$ cat src/rtl/if_fetch_pkg.sv
// Shared definitions for the instruction-fetch stage: pipeline control
// encodings, FSM states and the record passed to IF/ID.
package if_fetch_pkg;

  localparam logic [31:0] ZERO_WORD = 32'h0000_0000;

  localparam logic STOP         = 1'b1;
  localparam logic NO_STOP      = 1'b0;
  localparam logic CHIP_ENABLE  = 1'b1;
  localparam logic CHIP_DISABLE = 1'b0;

  localparam int IF_TIMEOUT_DEFAULT = 255;

  typedef enum logic [1:0] {
    IF_IDLE  = 2'd0,
    IF_FETCH = 2'd1,
    IF_HOLD  = 2'd2
  } if_state_e;

  // One completed fetch as seen by IF/ID; also the layout of the hold buffer.
  typedef struct packed {
    logic [31:0] inst;
    logic [31:0] pc;
    logic        adel;
    logic        ibe;
  } fetch_word_t;

endpackage

$ cat src/rtl/if_fetch_if.sv
// Instruction bus between the fetch stage (master) and memory (slave):
// single read request with a req/ack handshake.
interface if_fetch_if;

  logic        mem_req;
  logic [31:0] mem_addr;
  logic        mem_ack;
  logic [31:0] mem_rdata;
  logic        mem_err;

  modport master (
    output mem_req,
    output mem_addr,
    input  mem_ack,
    input  mem_rdata,
    input  mem_err
  );

  modport slave (
    input  mem_req,
    input  mem_addr,
    output mem_ack,
    output mem_rdata,
    output mem_err
  );

endinterface

$ cat src/rtl/if_fetch.sv
// Instruction-fetch stage: issues bus reads for the current PC, stalls the
// pipeline while the bus is slow and holds a finished word while IF/ID stalls.
module if_fetch
  import if_fetch_pkg::*;
#(
  parameter int TIMEOUT = IF_TIMEOUT_DEFAULT
) (
  input  logic         clk,
  input  logic         rst,
  input  logic [31:0]  pc,
  input  logic         ce,
  input  logic [5:0]   stall,
  if_fetch_if.master   bus,
  output logic         stallreq_o,
  output logic [31:0]  inst_o,
  output logic [31:0]  inst_pc_o,
  output logic         inst_valid_o,
  output logic         excp_adel_o,
  output logic         excp_ibe_o
);

  localparam logic [7:0] TIMEOUT_CNT = 8'(TIMEOUT);

  if_state_e   state, state_next;
  logic [7:0]  wait_cnt, wait_next;
  fetch_word_t hold, word;
  logic        done;
  logic        capture;
  logic        req;
  logic        stallreq;
  logic        valid;
  logic        unused_stall;

  // Only the IF/ID hold bit matters to this stage.
  assign unused_stall = ^{stall[5:2], stall[0]};

  assign bus.mem_addr = pc;

  // ---------------------------------------------------------------------
  // State register
  // ---------------------------------------------------------------------
  // NOTE: sequential state uses non-blocking assignments so every register
  // samples the pre-edge values, independent of statement order.
  always_ff @(posedge clk) begin
    if (!rst) begin
      state    <= IF_IDLE;
      wait_cnt <= '0;
      hold     <= '0;
    end else begin
      state    <= state_next;
      wait_cnt <= wait_next;
      if (capture) hold <= word;
    end
  end

  // ---------------------------------------------------------------------
  // Next-state logic
  // ---------------------------------------------------------------------
  // NOTE: every signal driven here gets a default first; a path that left
  // one unassigned would infer a latch.
  always_comb begin
    state_next = state;
    wait_next  = '0;
    capture    = 1'b0;
    case (state)
      IF_IDLE: begin
        if (ce == CHIP_ENABLE) state_next = IF_FETCH;
      end
      IF_FETCH: begin
        // A flush wins over everything: the word (if any) is shown once.
        if (ce == CHIP_DISABLE) begin
          state_next = IF_IDLE;
        end else if (done) begin
          if (stall[1] == STOP) begin
            capture    = 1'b1;
            state_next = IF_HOLD;
          end
        end else begin
          wait_next = wait_cnt + 8'd1;
        end
      end
      IF_HOLD: begin
        if (ce == CHIP_DISABLE)    state_next = IF_IDLE;
        else if (stall[1] == NO_STOP) state_next = IF_FETCH;
      end
      default: state_next = IF_IDLE;
    endcase
  end

  // ---------------------------------------------------------------------
  // Output logic
  // ---------------------------------------------------------------------
  always_comb begin
    req      = 1'b0;
    stallreq = 1'b0;
    valid    = 1'b0;
    done     = 1'b0;
    word     = '0;
    case (state)
      IF_FETCH: begin
        if (pc[1:0] != 2'b00) begin
          // Misaligned: raise AdEL without touching the bus.
          done      = 1'b1;
          word.pc   = pc;
          word.adel = 1'b1;
        end else begin
          req = 1'b1;
          if (bus.mem_ack) begin
            done      = 1'b1;
            word.pc   = pc;
            word.inst = bus.mem_err ? ZERO_WORD : bus.mem_rdata;
            word.ibe  = bus.mem_err;
          end else if (wait_cnt == TIMEOUT_CNT) begin
            done     = 1'b1;
            word.pc  = pc;
            word.ibe = 1'b1;
          end else begin
            stallreq = 1'b1;
          end
        end
        valid = done;
      end
      IF_HOLD: begin
        word  = hold;
        valid = 1'b1;
      end
      default: ;
    endcase

    // Reset and chip-disable abandon the request in the same cycle.
    if (ce == CHIP_DISABLE) begin
      req      = 1'b0;
      stallreq = 1'b0;
    end
    if (!rst) begin
      req      = 1'b0;
      stallreq = 1'b0;
      valid    = 1'b0;
      done     = 1'b0;
      word     = '0;
    end
  end

  assign bus.mem_req  = req;
  assign stallreq_o   = stallreq;
  assign inst_valid_o = valid;
  assign inst_o       = word.inst;
  assign inst_pc_o    = word.pc;
  assign excp_adel_o  = word.adel;
  assign excp_ibe_o   = word.ibe;

endmodule

$ cat src/flat_wrapper.sv
// flat-port wrapper written by rule: the top's interface ports become plain ports
module if_fetch_flat import if_fetch_pkg::*;
#(
  parameter int TIMEOUT = IF_TIMEOUT_DEFAULT
)
  (clk, rst, pc, ce, stall, stallreq_o, inst_o, inst_pc_o, inst_valid_o, excp_adel_o, excp_ibe_o, bus_mem_req, bus_mem_addr, bus_mem_ack, bus_mem_rdata, bus_mem_err);
  if_fetch_if bus_i ();
  input  logic clk;
  input  logic rst;
  input  logic [31:0] pc;
  input  logic ce;
  input  logic [5:0] stall;
  output logic stallreq_o;
  output logic [31:0] inst_o;
  output logic [31:0] inst_pc_o;
  output logic inst_valid_o;
  output logic excp_adel_o;
  output logic excp_ibe_o;
  output wire logic [$bits(bus_i.mem_req)-1:0] bus_mem_req;
  output wire logic [$bits(bus_i.mem_addr)-1:0] bus_mem_addr;
  input wire logic [$bits(bus_i.mem_ack)-1:0] bus_mem_ack;
  input wire logic [$bits(bus_i.mem_rdata)-1:0] bus_mem_rdata;
  input wire logic [$bits(bus_i.mem_err)-1:0] bus_mem_err;
  assign bus_mem_req = bus_i.mem_req;
  assign bus_mem_addr = bus_i.mem_addr;
  assign bus_i.mem_ack = bus_mem_ack;
  assign bus_i.mem_rdata = bus_mem_rdata;
  assign bus_i.mem_err = bus_mem_err;
  if_fetch #(.TIMEOUT(TIMEOUT)) u_core (.clk(clk), .rst(rst), .pc(pc), .ce(ce), .stall(stall), .bus(bus_i), .stallreq_o(stallreq_o), .inst_o(inst_o), .inst_pc_o(inst_pc_o), .inst_valid_o(inst_valid_o), .excp_adel_o(excp_adel_o), .excp_ibe_o(excp_ibe_o));
endmodule
$ cat config.mk
export PLATFORM = sky130hd
export DESIGN_NAME = if_fetch_flat
export DESIGN_NICKNAME = d
export VERILOG_FILES = /design/src/rtl/if_fetch_pkg.sv /design/src/rtl/if_fetch_if.sv /design/src/rtl/if_fetch.sv /design/src/flat_wrapper.sv
export SDC_FILE = /design/constraint.sdc
export NUM_CORES = 1
export LEC_CHECK = 0
export CORE_MARGIN = 1.5
export CORE_UTILIZATION = 42
export DETAILED_ROUTE_END_ITERATION = 12
export PLACE_DENSITY = 0.81
export SLEW_MARGIN = 20
export SYNTH_ARGS = -nofsm -noshare
export SYNTH_HDL_FRONTEND = slang
export SYNTH_SLANG_ARGS = --single-unit
$ cat constraint.sdc
create_clock -name clk -period 2.25 [get_ports clk]
set_input_delay 0.225 -clock clk [delete_from_list [all_inputs] [get_ports clk]]
set_output_delay 0.225 -clock clk [all_outputs]
set_load 0.05 [all_outputs]
==> results of run 1 <==
cells in the mapped netlist, drive strengths merged:
master	instances
a21o	1
a21oi	4
a22oi	32
a31oi	2
a32o	30
a32oi	32
a41o	1
a41oi	1
and2	10
and3	5
and4	1
and4b	1
buf	52
clkbuf	23
dfxtp	76
ha	5
inv	4
mux2	10
mux2i	2
nand2	8
nand3	3
nand3b	1
nor2	74
nor2b	1
nor3b	2
o21ai	1
o22a	26
o22ai	1
o31a	1
or3	1
or3b	1
xnor2	3
xor2	3
worst max path at each step:
stage                     slack, ns       endpoint  cells after the start                    startpoint
after floorplan                0.02   inst_pc_o[9]                      6  u_core.state[0]$_SDFFE_PN0P_
after global placement         0.08  inst_pc_o[18]                      7                   bus_mem_ack
after detailed placement       0.03  inst_pc_o[17]                      7                   bus_mem_ack
after CTS                    -0.003  inst_pc_o[13]                      9  u_core.state[1]$_SDFFE_PN0P_
after global routing          -0.10     excp_ibe_o                      8  u_core.state[1]$_SDFFE_PN0P_
final                         -0.05     excp_ibe_o                      8  u_core.state[1]$_SDFFE_PN0P_
repair_timing:
item / in CTS / in global routing
resized for setup: 24 / 49
hold buffers: 0 / 0
endpoints found under the setup margin: 66 / 73
pin swaps: 4 / 7
setup buffers: 9 / 7
endpoints found under the hold margin: 0 / 0
cloned: 1 / 2
metrics by stage:
step / setup WS [ns] / cell area, um^2 / TNS (ns) / utilization [%] / std cells
after floorplan: 0.0175 / 4000 / 0 / - / 418
after global placement: 0.0790 / 6330 / 0 / 71.5 / 641
after detailed placement: 0.0331 / 6330 / 0 / 71.5 / 641
after CTS: -0.00331 / 6740 / -0.00351 / 76.1 / 667
after global routing: -0.100 / 7020 / -2.00 / 79.3 / 676
final: -0.0464 / 7020 / -0.0883 / 79.3 / 676
logic make-up after synthesis:
| kind of cell | Yosys count | share of synthesized area [%] |
|---|---|---|
| compound gates | 132 | 29.5 |
| simple gates | 108 | 12.5 |
| buf+inv | 79 | 12.2 |
| flops | 76 | 39.0 |
| mux | 12 | 3.79 |
| xor+xnor | 6 | 1.35 |
| fa+ha+maj | 5 | 1.61 |
where the power goes:
| group | internal, mW | switching [mW] | leakage (nW) |
|---|---|---|---|
| sequential | 1.40 | 0.0378 | 0.615 |
| clock | 0.625 | 0.524 | 0.102 |
| combinational | 0.987 | 1.33 | 1.87 |
| total | 3.01 | 1.89 | 2.59 |
cell type report:
class                      instances  area [um^2]  area share [%]
timing repair buffer             208         2830            40.3
multi-input combinational        264         2290            32.7
sequential                        76         1530            21.8
tap                              108          135            1.93
clock buffer                      10          128            1.82
clock inverter                     6         88.8            1.27
inverter                           4         17.5           0.250
flip-flops by register name, indices dropped and copies added, names as in the netlist:
name             cells
u_core.wait_cnt      8
u_core.hold         66
u_core.state         2
cell usage in the layout, fill, tap and decap left out, types with 2 or more instances in the layout:
cell and n:
nor3b_4 2, clkdlybuf4s50_1 99, xor2_1 3, mux2_4 4, and2_1 10, buf_12 77
mux2_2 6, ha_4 3, mux2i_1 2, clkinvlp_4 2, clkbuf_8 9, a32o_1 30
nor2_2 61, o22a_1 26, a22oi_1 7, dfxtp_2 2, a21oi_1 3, nand3_1 3
and3_1 3, nor2_1 13, nand2_1 7, a32oi_1 32, inv_1 2, buf_6 2
xnor2_1 3, buf_4 27, dfxtp_1 73, bufinv_16 2, a22oi_2 25
per-layer routing:
layer	track usage, %	vias up	part of all wire (%)
li1	-	1843	-
met1	28.1	2021	39
met2	44.3	157	54
met3	6.11	20	6.0
met4	7.91	0	1.5
met5	0	-	0
==> metrics.csv, run 1 <==
stage,metric,value,unit
clock_tree,CTS tree,built,
timing,worst hold margin,0.434,ns
floorplanning,CORE AREA,8850,um^2
timing,"Worst Setup Slack, final",-0.0464,ns
route,vias per std cell,5.98,
route,WL/cell,19.7,um
setup_path,"Critical Path, Cell by Cell","inv_4, ha_4, buf_6, nor3b_4, buf_4, or3b_4, o22ai_4, buf_12",
pwr,Peak VDD IR,0.450,mV
yosys,Synth cell types,39,
layout,Final Net Count,643,
setup_path,crit end category,output port,
global_route,vias in the first global route,4005,
route,Routed Antenna Nets,0,
worst_hold_path,end of the worst hold path,u_core.wait_cnt[0]$_SDFF_PP0_,
worst_hold_path,Hold Path Stages,1,
route,DRT Pass-1 Iters,5,
setup_path,Worst Path Required,2.03,ns
setup_path,"Largest stage delay, worst path",0.38,ns
pwr,Pwr per Cell Area,698,nW/um^2
setup_path,Setup CP Type,reg -> out,
clock_tree,Root Driver,clkbuf_8,
floorplanning,I/O pin cnt,176,
yosys,"area leader, netlist",dfxtp_1,
timing,# setup viols final,4,
setup_path,CP arrival,2.07,ns
yosys,Synth warnings,0,
clock_tree,clk slew on worst S/H paths,0.08,ns
worst_hold_path,HP Start,u_core.wait_cnt[0]$_SDFF_PP0_,
setup_path,Worst Reg-to-Reg Cells,6,
placement,placer congestion estimate,0.797,
setup_path,critical path's top delay family,simple AND/OR/NAND/NOR gates,
setup_path,flop-to-flop setup slack,0.14,ns
floorplanning,die height,99.3,um
timing,RSZ-0062 raised after global routing,yes,
pwr,overall power,4.90,mW
timing,Fmax achieved,0.435,GHz
clock_tree,CTS H-tree depth,3,
clock_tree,CTS Buffer Depth,2,
setup_path,r2r startpoint,u_core.wait_cnt[1]$_SDFF_PP0_,
floorplanning,Site Rows,34,
floorplanning,Horiz. Die Dim,99.3,um
floorplanning,Initial Utilization,44.0,%
floorplanning,die area,9870,um^2
clock_tree,number of CTS-inserted buffers,9,
yosys,post-synth top area share,39.0,%
setup_path,buffer and inverter count on the worst path,4,
timing,endpoints failing hold,0,
placement,# port buffers,170,
clock_tree,CTS Sinks,76,
timing,Tightest Pin Transition,0.549,ns
layout,antenna diode count,0,
timing,Max-slew headroom,63.2,%
global_route,global-route wire length before repair,19700,um
clock_tree,Skew-Pair Late Insertion Delay,0.35,ns
status,violated checks,setup timing,
yosys,Avg Inst Size Synth,9.32,um^2
setup_path,Startpoint Class,flip-flop,
worst_hold_path,worst min path class,reg -> reg,
timing,Final period util,102,%
yosys,syn_nets,498,
global_route,total grt overflow,0,
route,drt drc,0,
layout,Area growth syn-to-layout,80.1,%
timing,min cycle time layout,2.30,ns
route,DRT iter0 DRCs,237,
setup_path,worst r2r dst,u_core.hold[55]$_SDFFE_PN0P_,
yosys,"Seq/Total Area, Yosys",39.0,%
setup_path,crit-path max FO,4,
setup_path,slowest cell on the critical path,or3b_4,
global_route,largest net degree at the start of global routing,43,
global_route,Total GRT Usage,24.5,%
yosys,register bit total from synthesis,76,
route,Total Wirelength,13300,um
route,vias,4041,
layout,number of fill cells,549,
yosys,Mapped Cells,418,
timing,"Slew Viols, Final",0,
placement,hpwl dp,8430,um
timing,Final Skew,0.00974,ns
yosys,leading post-synthesis cells by cell area,"dfxtp_1, a32o_1, a32oi_1",
pwr,Lkg Pwr,2.59,nW
yosys,Post-Syn Area,3900,um^2
layout,layout cells sized above 1,42.8,%
status,status,"complete, but fails checks",
run,max-cap viol count,0,
global_route,initial antenna violation count,0,
Power figures use the tool's default switching activity.
==> inputs of run 2 (changes only) <==
Settings changed: SLEW_MARGIN 20 to default.
==> results of run 2 <==
No change in the layout: final DEF, timing and power equal those of run 1.
